File: src/rtl/experiment_controller.sv
// experiment_controller: sequences network init, stimulus presentation, replay and run bookkeeping
module experiment_controller #(
   parameter int          NUM_TRIALS     = 100,
   parameter int          NUM_RUNS       = 10,
   parameter int          INIT_CYCLES    = 3,
   parameter int          REPLAY_TIMEOUT = 2048,
   parameter logic [15:0] LFSR_SEED      = 16'hACE1
) (
   input  logic       clk,
   input  logic       reset,
   input  logic       start,
   input  logic       change_InVec,
   input  logic       brk,
   input  logic       rewarded,
   input  logic       finish_replay_phase,
   output logic       net_reset,
   output logic       reset_lfsr_weight,
   output logic       run,
   output logic       active,
   output logic [5:0] InVec,
   output logic [9:0] iTrial,
   output logic [9:0] iRun,
   output logic       ctrl_iRun,
   output logic       write_percorrect,
   output logic [9:0] n_correct,
   output logic       the_end_of_the_experiment,
   output logic       timeout_err
);
   localparam int CW = $clog2(REPLAY_TIMEOUT > INIT_CYCLES ? REPLAY_TIMEOUT : INIT_CYCLES) + 1;
   typedef enum logic [2:0] {IDLE, INIT, PRESENT, REPLAY, NEXT, RUN_END, DONE} state_t;
   state_t        state, nxt;
   logic [CW-1:0] cnt;
   logic [15:0]   lfsr;
   logic          brk_q, brk_edge, load, replay_expired;
   logic [5:0]    stim;
   assign brk_edge       = brk && !brk_q;
   assign replay_expired = cnt == CW'(REPLAY_TIMEOUT - 1);
   assign stim           = {lfsr[2] ? 2'b10 : 2'b01, 4'b0001 << lfsr[1:0]};
   // a brk edge leaves PRESENT, so it always beats change_InVec
   assign load           = (nxt == PRESENT) && (state != PRESENT || change_InVec);
   always_ff @(posedge clk) begin
      if (reset) begin
         state       <= IDLE;
         cnt         <= '0;
         lfsr        <= LFSR_SEED;
         brk_q       <= 1'b0;
         InVec       <= '0;
         iTrial      <= '0;
         iRun        <= '0;
         n_correct   <= '0;
         timeout_err <= 1'b0;
      end else begin
         state <= nxt;
         cnt   <= (nxt != state) ? '0 : cnt + 1'b1;
         lfsr  <= {lfsr[14:0], lfsr[15] ^ lfsr[13] ^ lfsr[12] ^ lfsr[10]};
         brk_q <= brk;
         if (load) InVec <= stim;
         if (state == PRESENT && brk_edge && rewarded) n_correct <= n_correct + 1'b1;
         if (state == REPLAY && !finish_replay_phase && replay_expired) timeout_err <= 1'b1;
         if (state == NEXT && nxt == PRESENT) iTrial <= iTrial + 1'b1;
         if (state == RUN_END) begin
            iRun      <= iRun + 1'b1;
            iTrial    <= '0;
            n_correct <= '0;
         end
      end
   end
   always_comb begin
      nxt = state;
      case (state)
         IDLE:    nxt = start ? INIT : IDLE;
         INIT:    nxt = (cnt == CW'(INIT_CYCLES - 1)) ? PRESENT : INIT;
         PRESENT: nxt = brk_edge ? REPLAY : PRESENT;
         REPLAY:  nxt = (finish_replay_phase || replay_expired) ? NEXT : REPLAY;
         NEXT:    nxt = (iTrial == 10'(NUM_TRIALS - 1)) ? RUN_END : PRESENT;
         RUN_END: nxt = (iRun == 10'(NUM_RUNS - 1)) ? DONE : INIT;
         default: nxt = state;
      endcase
   end
   always_comb begin
      run                       = state == PRESENT || state == REPLAY || state == NEXT;
      active                    = run;
      net_reset                 = state == IDLE || state == INIT;
      reset_lfsr_weight         = state == INIT && iRun == '0;
      write_percorrect          = state == RUN_END;
      ctrl_iRun                 = state == RUN_END;
      the_end_of_the_experiment = state == DONE;
   end
endmodule

File: config.mk
export PLATFORM = sky130hd
export DESIGN_NAME = experiment_controller
export DESIGN_NICKNAME = d
export VERILOG_FILES = /design/src/rtl/experiment_controller.sv
export SDC_FILE = /design/constraint.sdc
export NUM_CORES = 1
export LEC_CHECK = 0
export BUFFER_PORTS_ARGS = -buffer_cell sky130_fd_sc_hd__clkbuf_2
export CELL_PAD_IN_SITES_DETAIL_PLACEMENT = 1
export CELL_PAD_IN_SITES_GLOBAL_PLACEMENT = 1
export CORE_MARGIN = 3
export CORE_UTILIZATION = 44
export CTS_BUF_LIST = sky130_fd_sc_hd__clkbuf_4
export DETAILED_ROUTE_END_ITERATION = 8
export PLACE_DENSITY = 0.83
export SLEW_MARGIN = 5
export SYNTH_ARGS = -nofsm -noshare
export SYNTH_HDL_FRONTEND = slang
export SYNTH_SLANG_ARGS = --single-unit
File: constraint.sdc
create_clock -name clk -period 2.4 [get_ports clk]
set_clock_uncertainty 0.05 [all_clocks]
set_input_delay 0.36 -clock clk [delete_from_list [all_inputs] [get_ports clk]]
set_output_delay 0.36 -clock clk [all_outputs]
set_load 0.02 [all_outputs]
-- After elaboration in Yosys (flattened, before gate mapping)
Index checks and enable logic that the tools add are counted.
- mux-type cells: 8
- reduce and logical (&&, ||, !) cells: 19
- equal/unequal tests: 13
- bitwise logic cells: 3
- shift operators: 1
- add/sub/neg operators: 4
- operators by type and width (operator ; count):
    $add A10 B1 Y10 const B ; 3
    $pmux W3 S6 ; 1
    $add A12 B1 Y12 const B ; 1
    $eq A12 B11 Y1 const B ; 1
    $eq A12 B2 Y1 const B ; 1
    $eq A10 B4 Y1 const B ; 1
    $eq A10 B7 Y1 const B ; 1
    $logic_not A10 Y1 ; 1
    $eq A3 B2 Y1 const B ; 3
    $eq A3 B3 Y1 const B ; 3
    $mux W3 ; 3
    $logic_and A1 B1 Y1 ; 8
    $logic_or A1 B1 Y1 ; 5
    $mux W2 ; 2
    $reduce_or A2 Y1 ; 2
    $shl A1 B2 Y4 const A ; 1
    $eq A3 B1 Y1 const B ; 1
    $logic_not A3 Y1 ; 1
    $ne A3 B2 Y1 const B ; 1
    $ne A3 B3 Y1 ; 1
    $xor A1 B1 Y1 ; 3
    $logic_not A1 Y1 ; 2
    $mux W1 ; 2
- input port bits: 7
- bits in registers: 69
- output and inout port bits: 44
- word-level logic and storage cells: 57

-- Longest topological paths before layout
Gate-level depths: netlist of the first run.
- depth after elaboration: 6
- gate-level depth with buffers: 9
- depth with buffers taken out: 8

-- Least setup slack after synthesis of the first run
No wires, ideal clock.
- kind: register to register
- start point: register iTrial[0]
- end point: register cnt[2]
- cell stages (with the launch flop): 9
- setup time: 0.064 ns
- path buffers: 1
- required time: 2.286 ns
- slack: 0.299 ns
- period minus slack after synthesis: 2.101 ns
- arrival time: 1.987 ns
- cells stage by stage: dfxtp_1 -> ha_1 -> nor4b_2 -> a31oi_2 -> o21bai_2 -> o31ai_1 -> nand4_1 -> buf_2 -> nor2_1
- word-level cells in the longest chain between the ends: 5
- ends and longest elaborated chain (element ; RTL line ; text):
    from (decl) ; 21 ; output logic [9:0] iTrial,
    from (signal assigned) ; 60 ; if (state == NEXT && nxt == PRESENT) iTrial <= iTrial + 1'b1;
    $eq A10 B7 Y1 ; 75 ; NEXT: nxt = (iTrial == 10'(NUM_TRIALS - 1)) ? RUN_END : PRESENT;
    $mux W3 ; 75 ;
    $pmux W3 S6 ; 70 ; case (state)
    $ne A3 B3 Y1 ; 54 ; cnt <= (nxt != state) ? '0 : cnt + 1'b1;
    $reduce_or A2 Y1 (no line) ; n/a ;
    to (signal assigned) ; 54 ;
    to (decl) ; 32 ; logic [CW-1:0] cnt;
No other way between the ends.
A chain may end at the register's enable or synchronous reset.

-- Worst setup path in the final report of the first run
- start point: register state[1]
- end point: output port the_end_of_the_experiment
- word-level cells in the longest chain between the ends: 1
- ends and longest elaborated chain (element ; RTL line ; text):
    from (decl) ; 31 ; state_t state, nxt;
    from (signal assigned) ; 53 ; state <= nxt;
    $eq A3 B3 Y1 ; 87 ; the_end_of_the_experiment = state == DONE;
    to (decl) ; 26 ; output logic the_end_of_the_experiment,
No other way between the ends.

==> out/results.ini, run 1 <==
[grt]
overflow = 0
grt_most_used_layer = met2
use_met2 = 0.319
grt_pass1_vias = 2473
grt_antenna_before_repair = 0
gr-usage-all-layers = 0.188
grt_pass1_wl_mm = 11.6
met3_usage = 0.0608
grt_max_degree = 27
grt_use_met1 = 0.228

[die]
ios = 51
die_area_um2 = 7990
core_area_um2 = 6530
placement_rows = 29
die_x_um = 89.4
die_y_um = 89.4
start_util = 0.468

[timing]
fmax_ghz = 0.450
final.min_clock_period_ns = 2.22
worst_pin_slew_ns = 0.391
setup_viol_count_final = 0
drv_slew = 0
post-route-period-util = 0.927
rsz0062_at_grt = no
hold_viol = 0
setup-tns-final_ns = 0
relSlewSlack = 0.738

[synth]
ys_warn_count = 0
netlist.area_leader.share = 0.452
seq_area_frac_synth = 0.452
syn-num-nets = 339
synth-seq-cells = 69
yosysUniqueCellTypes = 55
synth_area_leaders = dfxtp_1 45%, xor2_1 8.3%, nor2_1 6.5%, nand4_1 3.3%, xnor2_1 3.2%
synth.cell_area_um2 = 3060
syn_area_per_cell_um2 = 9.41
synthCells = 325
synth_area_leader_cell = dfxtp_1

[finish]
drive_gt1_frac = 0.253
diodes = 0
seq_area_um2 = 1380
area.growth.synth_to_final_pct = 14.6
final.fill_count = 798
multi_input_area_um2 = 1570
nets = 392

[critical_path]
startpoint_type = flop
worst_setup_path_end_kind = output port
crit_arrival_ns = 1.81
cp_max_fo = 12
critical_path_class = flop to output port
reg2reg_depth = 7
cp_data_required_time_ns = 1.99

[hold_path]
hold_depth = 2
hold_class = input port to flop

[flow_run]
max-cap-violations = 0

[drt]
vias_per_cell = 5.29
wl_per_cell_um = 15.1
drc = 0
initialDrtViolationCount = 51
drt-pass1-iter-count = 4
wirelength_mm = 6.94
final_antenna_net_count = 0
via_count = 2432

[clock_tree]
cts_tree = done
hold_buffers = 0
ctsHtreeMaxLevel = 3
clk_latency_ns = 0.42
cts_buffers = 9
cts_max_path_buffers = 2
cts_sinks = 69
cts_resized = 0
cts.clk_slew.worst_paths_ns = 0.11
root_buffer = clkbuf_4
cts_setup_buffers = 0

[power_and_ir_drop]
total_power_mw = 2.09
leakagePower_nw = 1.46
p_per_area_nw_per_um2 = 597
ir_drop_uv = 311

[place]
dpl.hpwl_mm = 5.22
io_buffers = 50
place_congestion = 0.804

[outcome]
outcome = complete, no violations

-- cell usage after synthesis (all sizes together) --
library cell / count
a211o: 1
a211oi: 1
a21o: 1
a21oi: 8
a31oi: 2
and2: 4
and3: 9
and3b: 3
and4: 4
and4b: 1
buf: 9
clkbuf: 5
dfxtp: 69
ha: 7
inv: 5
mux2i: 3
nand2: 18
nand2b: 2
nand3: 9
nand3b: 2
nand4: 16
nand4b: 2
nor2: 54
nor2b: 12
nor3: 4
nor3b: 3
nor4: 3
nor4b: 2
o2111a: 1
o211a: 1
o211ai: 1
o21ai: 7
o21bai: 1
o31ai: 1
or2: 8
or3: 2
or3b: 3
or4: 1
xnor2: 11
xor2: 29
-- report_power, final --
part / switching (mW) / internal, mW / leakage (nW)
Sequential: 0.0221 / 1.17 / 0.561
Combinational: 0.0843 / 0.0585 / 0.827
Clock: 0.435 / 0.320 / 0.0763
Total: 0.542 / 1.55 / 1.46
-- cell type report --
type | instances | share of cell area
inverters | 5 | 0.00535
flip-flops and latches | 69 | 0.394
clock inverters | 7 | 0.0211
repair buffers | 56 | 0.0842
multi-input cells | 237 | 0.449
clock buffers | 9 | 0.0193
well taps | 77 | 0.0275
-- through the flow --
stage,instance area [µm²],hold slack (ns),setup WS (ns),utilization,instances
floorplan,3060,0.339,0.299,-,325
CTS,3510,0.123,0.125,0.537,460
detailed placement,3360,0.350,0.228,0.515,444
global placement,3360,0.342,0.307,0.515,444
global route,3510,0.137,0.0232,0.537,460
finish,3510,0.152,0.175,0.537,460
-- worst max-delay path, cell delays in order, from the launching register on --
cell      delay [ns]
dfxtp_1         0.58
inv_1           0.17
nor3b_2         0.41
clkbuf_2        0.25
-- layer usage --
layer / vias up / routed length [µm]
li1: 1210 / -
met2: 44 / 3450
met1: 1171 / 3100
met3: 7 / 321
met4: 0 / 74
met5: - / 0
-- cell usage in the layout (no fill, tap or decap), types with 3 or more instances in the layout --
cell type | Yosys | final
dfxtp_1 | 69 | 69
nor2_1 | 53 | 53
clkbuf_2 | 0 | 50
xor2_1 | 29 | 29
nand2_1 | 18 | 18
nand4_1 | 16 | 16
nor2b_1 | 12 | 12
xnor2_1 | 11 | 11
clkbuf_4 | 0 | 9
or2_2 | 8 | 8
and3_1 | 8 | 8
nand3_1 | 8 | 8
a21oi_1 | 7 | 7
ha_1 | 7 | 7
o21ai_0 | 6 | 6
buf_4 | 4 | 6
inv_1 | 5 | 5
and2_1 | 4 | 4
and4_1 | 3 | 3
and3b_1 | 3 | 3
mux2i_1 | 3 | 3
-- logic make-up after synthesis --
kind of cell             synth area share
adder cells (fa/ha/maj)            0.0286
AO/OA/AOI/OAI                      0.0597
AND/OR/NAND/NOR                     0.302
buffers and inverters              0.0340
flip-flops                          0.452
XOR/XNOR                            0.115
multiplexers                      0.00982
-- path summary, 6_finish.rpt --
path,slack (ns),startpoint,to
min reg2reg,0.38,lfsr[6],lfsr[7]
min,0.15,brk,brk_q
max,0.18,state[1],the_end_of_the_experiment
max reg2reg,0.21,state[2],cnt[9]
-- state kept, by name, indices dropped and copies added, names as in the netlist --
register	cells
state	3
lfsr	16
iRun	10
n_correct	10
timeout_err	1
cnt	12
brk_q	1
iTrial	10
InVec	6
(Power assumes the default switching activity.)
==> run 2, diff against run 1 <==
--- a/config.mk
+++ b/config.mk
@@ -9,10 +9,10 @@
 export CELL_PAD_IN_SITES_DETAIL_PLACEMENT = 1
 export CELL_PAD_IN_SITES_GLOBAL_PLACEMENT = 1
 export CORE_MARGIN = 3
-export CORE_UTILIZATION = 44
-export CTS_BUF_LIST = sky130_fd_sc_hd__clkbuf_4
+export CORE_UTILIZATION = 42
+export CTS_BUF_LIST = sky130_fd_sc_hd__clkbuf_8 sky130_fd_sc_hd__clkbuf_16
 export DETAILED_ROUTE_END_ITERATION = 8
-export PLACE_DENSITY = 0.83
+export PLACE_DENSITY = 0.8
 export SLEW_MARGIN = 5
 export SYNTH_ARGS = -nofsm -noshare
 export SYNTH_HDL_FRONTEND = slang
==> constraint.sdc (replaced) <==
create_clock -name clk -period 2.4 [get_ports clk]
set_clock_uncertainty 0.05 [all_clocks]
set_input_delay 0.48 -clock clk [delete_from_list [all_inputs] [get_ports clk]]
set_output_delay 0.48 -clock clk [all_outputs]
set_load 0.02 [all_outputs]
==> run 2 against run 1 <==
Net effect:
- core utilization is 1.2 points lower
- maximum frequency is 2.1% lower
- hold slack better by 0.18 ns
- wire length is 6.5% higher
- sequential cell count stayed put
- worst setup slack worse by 0.047 ns
- global-route usage hardly changed
==> out/results.ini, run 2 (synthesis gave the netlist of run 1 again) <==
[finish]
drive_gt1_frac = 0.259
mostFrequentLayoutCell = dfxtp_1
final.fill_count = 812
mostFrequentLayoutCells = 68 x dfxtp_1, 53 x nor2_1, 49 x clkbuf_2, 29 x xor2_1, 18 x nand2_1
top_regs = lfsr (16), cnt (12)
regMostFlops = lfsr
area.growth.synth_to_final_pct = 19.1
stdcell_count = 478
largest_reg_flops = 16
nets = 391
diodes = 0

[power_and_ir_drop]
intPower_mw = 1.84
seqPwrFrac = 0.493
total_power_mw = 2.43
leakagePower_nw = 1.51
netSwitchingPower_uw = 592
p_sw_frac = 0.244
ir_drop_uv = 436
clockPowerShare = 0.447
combinationalPowerShare = 0.060
p_per_area_nw_per_um2 = 667

[die]
placement_rows = 30
die_y_um = 91.3
ios = 51
die_x_um = 91.3
core_area_um2 = 6940
die_area_um2 = 8340
start_util = 0.440

[critical_path]
path_cells = inv_1 -> nor3b_2 -> clkbuf_2
slowest_stage = dfxtp_1
crit_family = flip-flops
reg2reg_depth = 6
startpoint_type = flop
cp_data_required_time_ns = 1.87
cp_max_fo = 12
path_buf_inv = 2
cpPeakStageDelay_ns = 0.58
critical_path_class = flop to output port
worst_setup_path_end_kind = output port
crit_cells = 3
crit_arrival_ns = 1.74

[drt]
vias_per_cell = 5.17
drt-pass1-iter-count = 4
wirelength_mm = 7.39
final_antenna_net_count = 0
wl_per_cell_um = 15.5
initialDrtViolationCount = 85
drc = 0
via_count = 2473

[timing]
post-route-period-util = 0.947
setup-tns-final_ns = 0
worst_slack_ns = 0.128
worst_pin_slew_ns = 0.420
relSlewSlack = 0.719
drv_slew = 0
rsz0062_at_grt = no
whs_ns = 0.329
hold_viol = 0
fmax_ghz = 0.440
final.min_clock_period_ns = 2.27
setup_viol_count_final = 0

[clock_tree]
cts_buffers = 9
ctsHtreeMaxLevel = 3
cts.clk_slew.worst_paths_ns = 0.08
hold_buffers = 0
clk_latency_ns = 0.35
cts_setup_buffers = 0
cts_max_path_buffers = 2
cts_tree = done
cts_sinks = 69
root_buffer = clkbuf_8

[grt]
grt_antenna_before_repair = 0
grt_pass1_wl_mm = 12.4
overflow = 0
grt_pass1_vias = 2553
grt_max_degree = 25
gr-usage-all-layers = 0.187

[outcome]
outcome = complete, no violations

[place]
dpl.hpwl_mm = 5.23
place_congestion = 0.853
dpl_worst_slack_ns = 0.0900
io_buffers = 50
place_inst = 462

[flow_run]
max-cap-violations = 0

[hold_path]
hold_depth = 2
hold_class = input port to flop

[run 2: cell types whose count changed in the layout (fill, tap and decap cells not counted), sizes merged]
| cell | change |
|---|---|
| clkbuf | -1 |
| clkinv | -2 |
| bufinv | +1 |
| clkinvlp | -1 |
| inv | +2 |
[run 2: final timing paths]
check,end,startpoint,slack [ns]
worst max-delay path,the_end_of_the_experiment,state[1],0.13
worst min-delay path,brk_q,brk,0.33
worst max register to register,InVec[0],state[2],0.17
worst min register to register,lfsr[10],lfsr[9],0.36
[run 2: per-stage QoR]
| stage | cell area, µm² | util |
|---|---|---|
| after floorplan | 3060 | - |
| after CTS | 3620 | 0.521 |
| after detailed placement | 3380 | 0.487 |
| after global placement | 3380 | 0.487 |
| final | 3640 | 0.524 |
| after global routing | 3640 | 0.524 |
[run 2: cell type report]
class | instances | area [µm²] | area share
repair buffers | 55 | 290 | 0.0797
clock inverters | 7 | 106 | 0.0292
inverters | 5 | 18.8 | 0.00515
well taps | 96 | 120 | 0.0330
multi-input cells | 237 | 1600 | 0.439
clock buffers | 9 | 124 | 0.0340
flip-flops and latches | 69 | 1380 | 0.380
[run 2: power groups by stage]
| stage | clock network (mW) | logic [mW] | registers (mW) |
|---|---|---|---|
| finish | 1.09 | 0.145 | 1.20 |
| global route | 1.17 | 0.159 | 1.20 |
| CTS | 1.12 | 0.143 | 1.20 |
| detailed placement | 0 | 0.139 | 1.22 |
| global placement | 0 | 0.135 | 1.22 |
| floorplan | 0 | 0.112 | 1.21 |
[run 2: routing by layer]
layer | vias up | part of all wire | wire length, µm | GRT usage
li1 | 1204 | - | - | -
met1 | 1215 | 0.45 | 3300 | 0.225
met3 | 7 | 0.037 | 271 | 0.0522
met2 | 47 | 0.50 | 3730 | 0.317
met4 | 0 | 0.011 | 80 | 0.0704
met5 | - | 0 | 0 | 0
[run 2: repair_timing]
item | 4_1_cts | 5_1_grt
endpoints found under the setup margin | 1 | 19
gates cloned | 0 | 0
pin swaps | 0 | 1
resized for setup | 2 | 5
==> run 3, diff against run 2 <==
--- a/config.mk
+++ b/config.mk
@@ -5,14 +5,15 @@
 export SDC_FILE = /design/constraint.sdc
 export NUM_CORES = 1
 export LEC_CHECK = 0
+export ABC_AREA = 1
 export BUFFER_PORTS_ARGS = -buffer_cell sky130_fd_sc_hd__clkbuf_2
 export CELL_PAD_IN_SITES_DETAIL_PLACEMENT = 1
 export CELL_PAD_IN_SITES_GLOBAL_PLACEMENT = 1
 export CORE_MARGIN = 3
-export CORE_UTILIZATION = 42
+export CORE_UTILIZATION = 41
 export CTS_BUF_LIST = sky130_fd_sc_hd__clkbuf_8 sky130_fd_sc_hd__clkbuf_16
 export DETAILED_ROUTE_END_ITERATION = 8
-export PLACE_DENSITY = 0.8
+export PLACE_DENSITY = 0.81
 export SLEW_MARGIN = 5
 export SYNTH_ARGS = -nofsm -noshare
 export SYNTH_HDL_FRONTEND = slang
==> run 3 against run 2 <==
Net effect:
- worst setup slack improved by 0.084 ns
- hold slack got worse by 0.028 ns
- critical path type unchanged
- die area increased by 5.3%
- clock power about the same
- sequential cell count unchanged
- global-route usage about the same
- cell area increased by 2.9%
- synthesized cell count increased by 29%
- critical path depth increased by 2
- largest power group unchanged
- maximum frequency increased by 3.9%
- cell count increased by 21%
==> out/results.ini, run 3 <==
[outcome]
outcome = complete, no violations

[clock_tree]
cts_sinks = 69
hold_buffers = 0
ctsHtreeMaxLevel = 3
clk_latency_ns = 0.34
cts_buffers = 9
cts.clk_slew.worst_paths_ns = 0.08
cts_setup_buffers = 0
cts_tree = done
root_buffer = clkbuf_8
cts_max_path_buffers = 2

[finish]
utilization = 0.508
diodes = 0
area.growth.synth_to_final_pct = 18.7
nets = 488
regMostFlops = lfsr
top_regs = lfsr (16), cnt (12)
drive_gt1_frac = 0.232
mostFrequentLayoutCell = dfxtp_1
mostFrequentLayoutCells = 69 x dfxtp_1, 65 x inv_1, 55 x nor2_1, 55 x nand2_1, 50 x clkbuf_2
largest_reg_flops = 16

[power_and_ir_drop]
leakagePower_nw = 1.66
ir_drop_uv = 268
p_per_area_nw_per_um2 = 658

[timing]
final.min_clock_period_ns = 2.19
drv_slew = 0
rsz0062_at_grt = no
fmax_ghz = 0.457
setup_viol_count_final = 0
worst_pin_slew_ns = 0.441
setup-tns-final_ns = 0
relSlewSlack = 0.706
post-route-period-util = 0.911
hold_viol = 0

[grt]
gr-usage-all-layers = 0.187
grt_max_degree = 15
overflow = 0
grt_antenna_before_repair = 0
grt_pass1_vias = 2878
grt_pass1_wl_mm = 13.1

[synth]
synth_top_family_by_area = simple AND/OR/NAND/NOR gates
synth_common_cells = 69 x dfxtp_1, 65 x inv_1, 55 x nand2_1, 55 x nor2_1, 26 x nand3_1
synth_area_leader_cell = dfxtp_1
syn_area_per_cell_um2 = 7.53
synth-seq-cells = 69
synth_simple_gate_area_frac = 0.305
seq_area_frac_synth = 0.438
synth_async_sr_flop_share = 0
synthMuxAreaShare = 0
synth-adder-area-share = 0.0278
ys_dominant_reg_cell = dfxtp_1
yosysUniqueCellTypes = 33
synth.cell_area_um2 = 3160
synth_area_leaders = dfxtp_1 44%, inv_1 7.7%, nand2_1 6.5%, nor2_1 6.5%, nand3_1 4.1%
synthXorXnorAreaFrac = 0.0444
ys_warn_count = 0
synth_edf_count = 0
yosysMostFrequentCell = dfxtp_1
syn-num-nets = 433
synth-compound-area-share = 0.0876
synthCells = 419
netlist.area_leader.share = 0.438

[die]
die_x_um = 93.7
die_y_um = 93.7
ios = 51
die_area_um2 = 8790
core_area_um2 = 7370
start_util = 0.428
placement_rows = 31

[drt]
wl_per_cell_um = 13.1
via_count = 2796
initialDrtViolationCount = 86
drc = 0
drt-pass1-iter-count = 4
vias_per_cell = 4.84
final_antenna_net_count = 0
wirelength_mm = 7.54

[place]
place_congestion = 0.831
dpl.hpwl_mm = 5.77
io_buffers = 50

[critical_path]
path_cells = inv_2 -> nor3_2 -> nand3_1 -> nor3_1 -> clkbuf_2
startpoint_type = flop
slowest_stage = dfxtp_1
crit_arrival_ns = 1.66
worst_setup_path_end_kind = output port
cp_max_fo = 6
cp_data_required_time_ns = 1.87
critical_path_class = flop to output port
cpPeakStageDelay_ns = 0.46

[flow_run]
max-cap-violations = 0

[hold_path]
hold_class = input port to flop

run 3: worst paths after layout:
kind,from,end,slack (ns),cells after the start
worst max-delay path,state[0],reset_lfsr_weight,0.21,5
worst min-delay path,brk,brk_q,0.30,3
worst max register to register,cnt[0],cnt[9],0.35,10
worst min register to register,lfsr[7],lfsr[8],0.35,2
run 3: cell type report:
cell class | count | area [µm²]
Inverter | 69 | 259
Clock inverter | 6 | 93.8
Timing Repair Buffer | 53 | 273
Fill cell | 964 | 3620
Sequential cell | 69 | 1380
Tap cell | 99 | 124
Multi-Input combinational cell | 272 | 1480
Clock buffer | 10 | 138
run 3: cells by family after synthesis:
| family | Yosys count |
|---|---|
| XOR/XNOR | 16 |
| adder cells (fa/ha/maj) | 7 |
| flip-flops | 69 |
| buffers and inverters | 78 |
| AO/OA/AOI/OAI | 51 |
| AND/OR/NAND/NOR | 198 |
run 3: worst max-delay path: cells and delay by family (launching register included):
family / cells / cell delay, ns
DFF: 1 / 0.46
and+or+nand+nor: 3 / 0.55
buffers and inverters: 2 / 0.32
run 3: through the flow:
stage | instances | hold WS [ns] | total power, mW | setup slack, ns | instance area [µm²]
after CTS | 578 | 0.285 | 2.49 | 0.0542 | 3730
final | 578 | 0.300 | 2.47 | 0.213 | 3750
after global placement | 562 | 0.340 | 1.38 | 0.342 | 3500
after global routing | 578 | 0.289 | 2.58 | 0.0578 | 3750
after detailed placement | 562 | 0.347 | 1.39 | 0.190 | 3500
after floorplan | 419 | 0.338 | 1.35 | 0.512 | 3160
run 3: repair_timing:
item | in CTS | in global routing
hold endpoints to repair | 0 | 0
resized for setup | 0 | 2
setup endpoints to repair | 0 | 2
run 3: per-layer routing:
metal | global-route usage | up-vias | part of all wire
li1 | - | 1419 | -
met1 | 0.230 | 1315 | 0.46
met2 | 0.316 | 52 | 0.49
met3 | 0.0425 | 10 | 0.039
met4 | 0.0758 | 0 | 0.013
met5 | 0 | - | 0
run 3: where the power goes:
part           leakage [nW]  internal, mW  switching, mW
clock network         0.113         0.623          0.472
registers             0.561          1.18         0.0221
logic                 0.986        0.0597          0.114
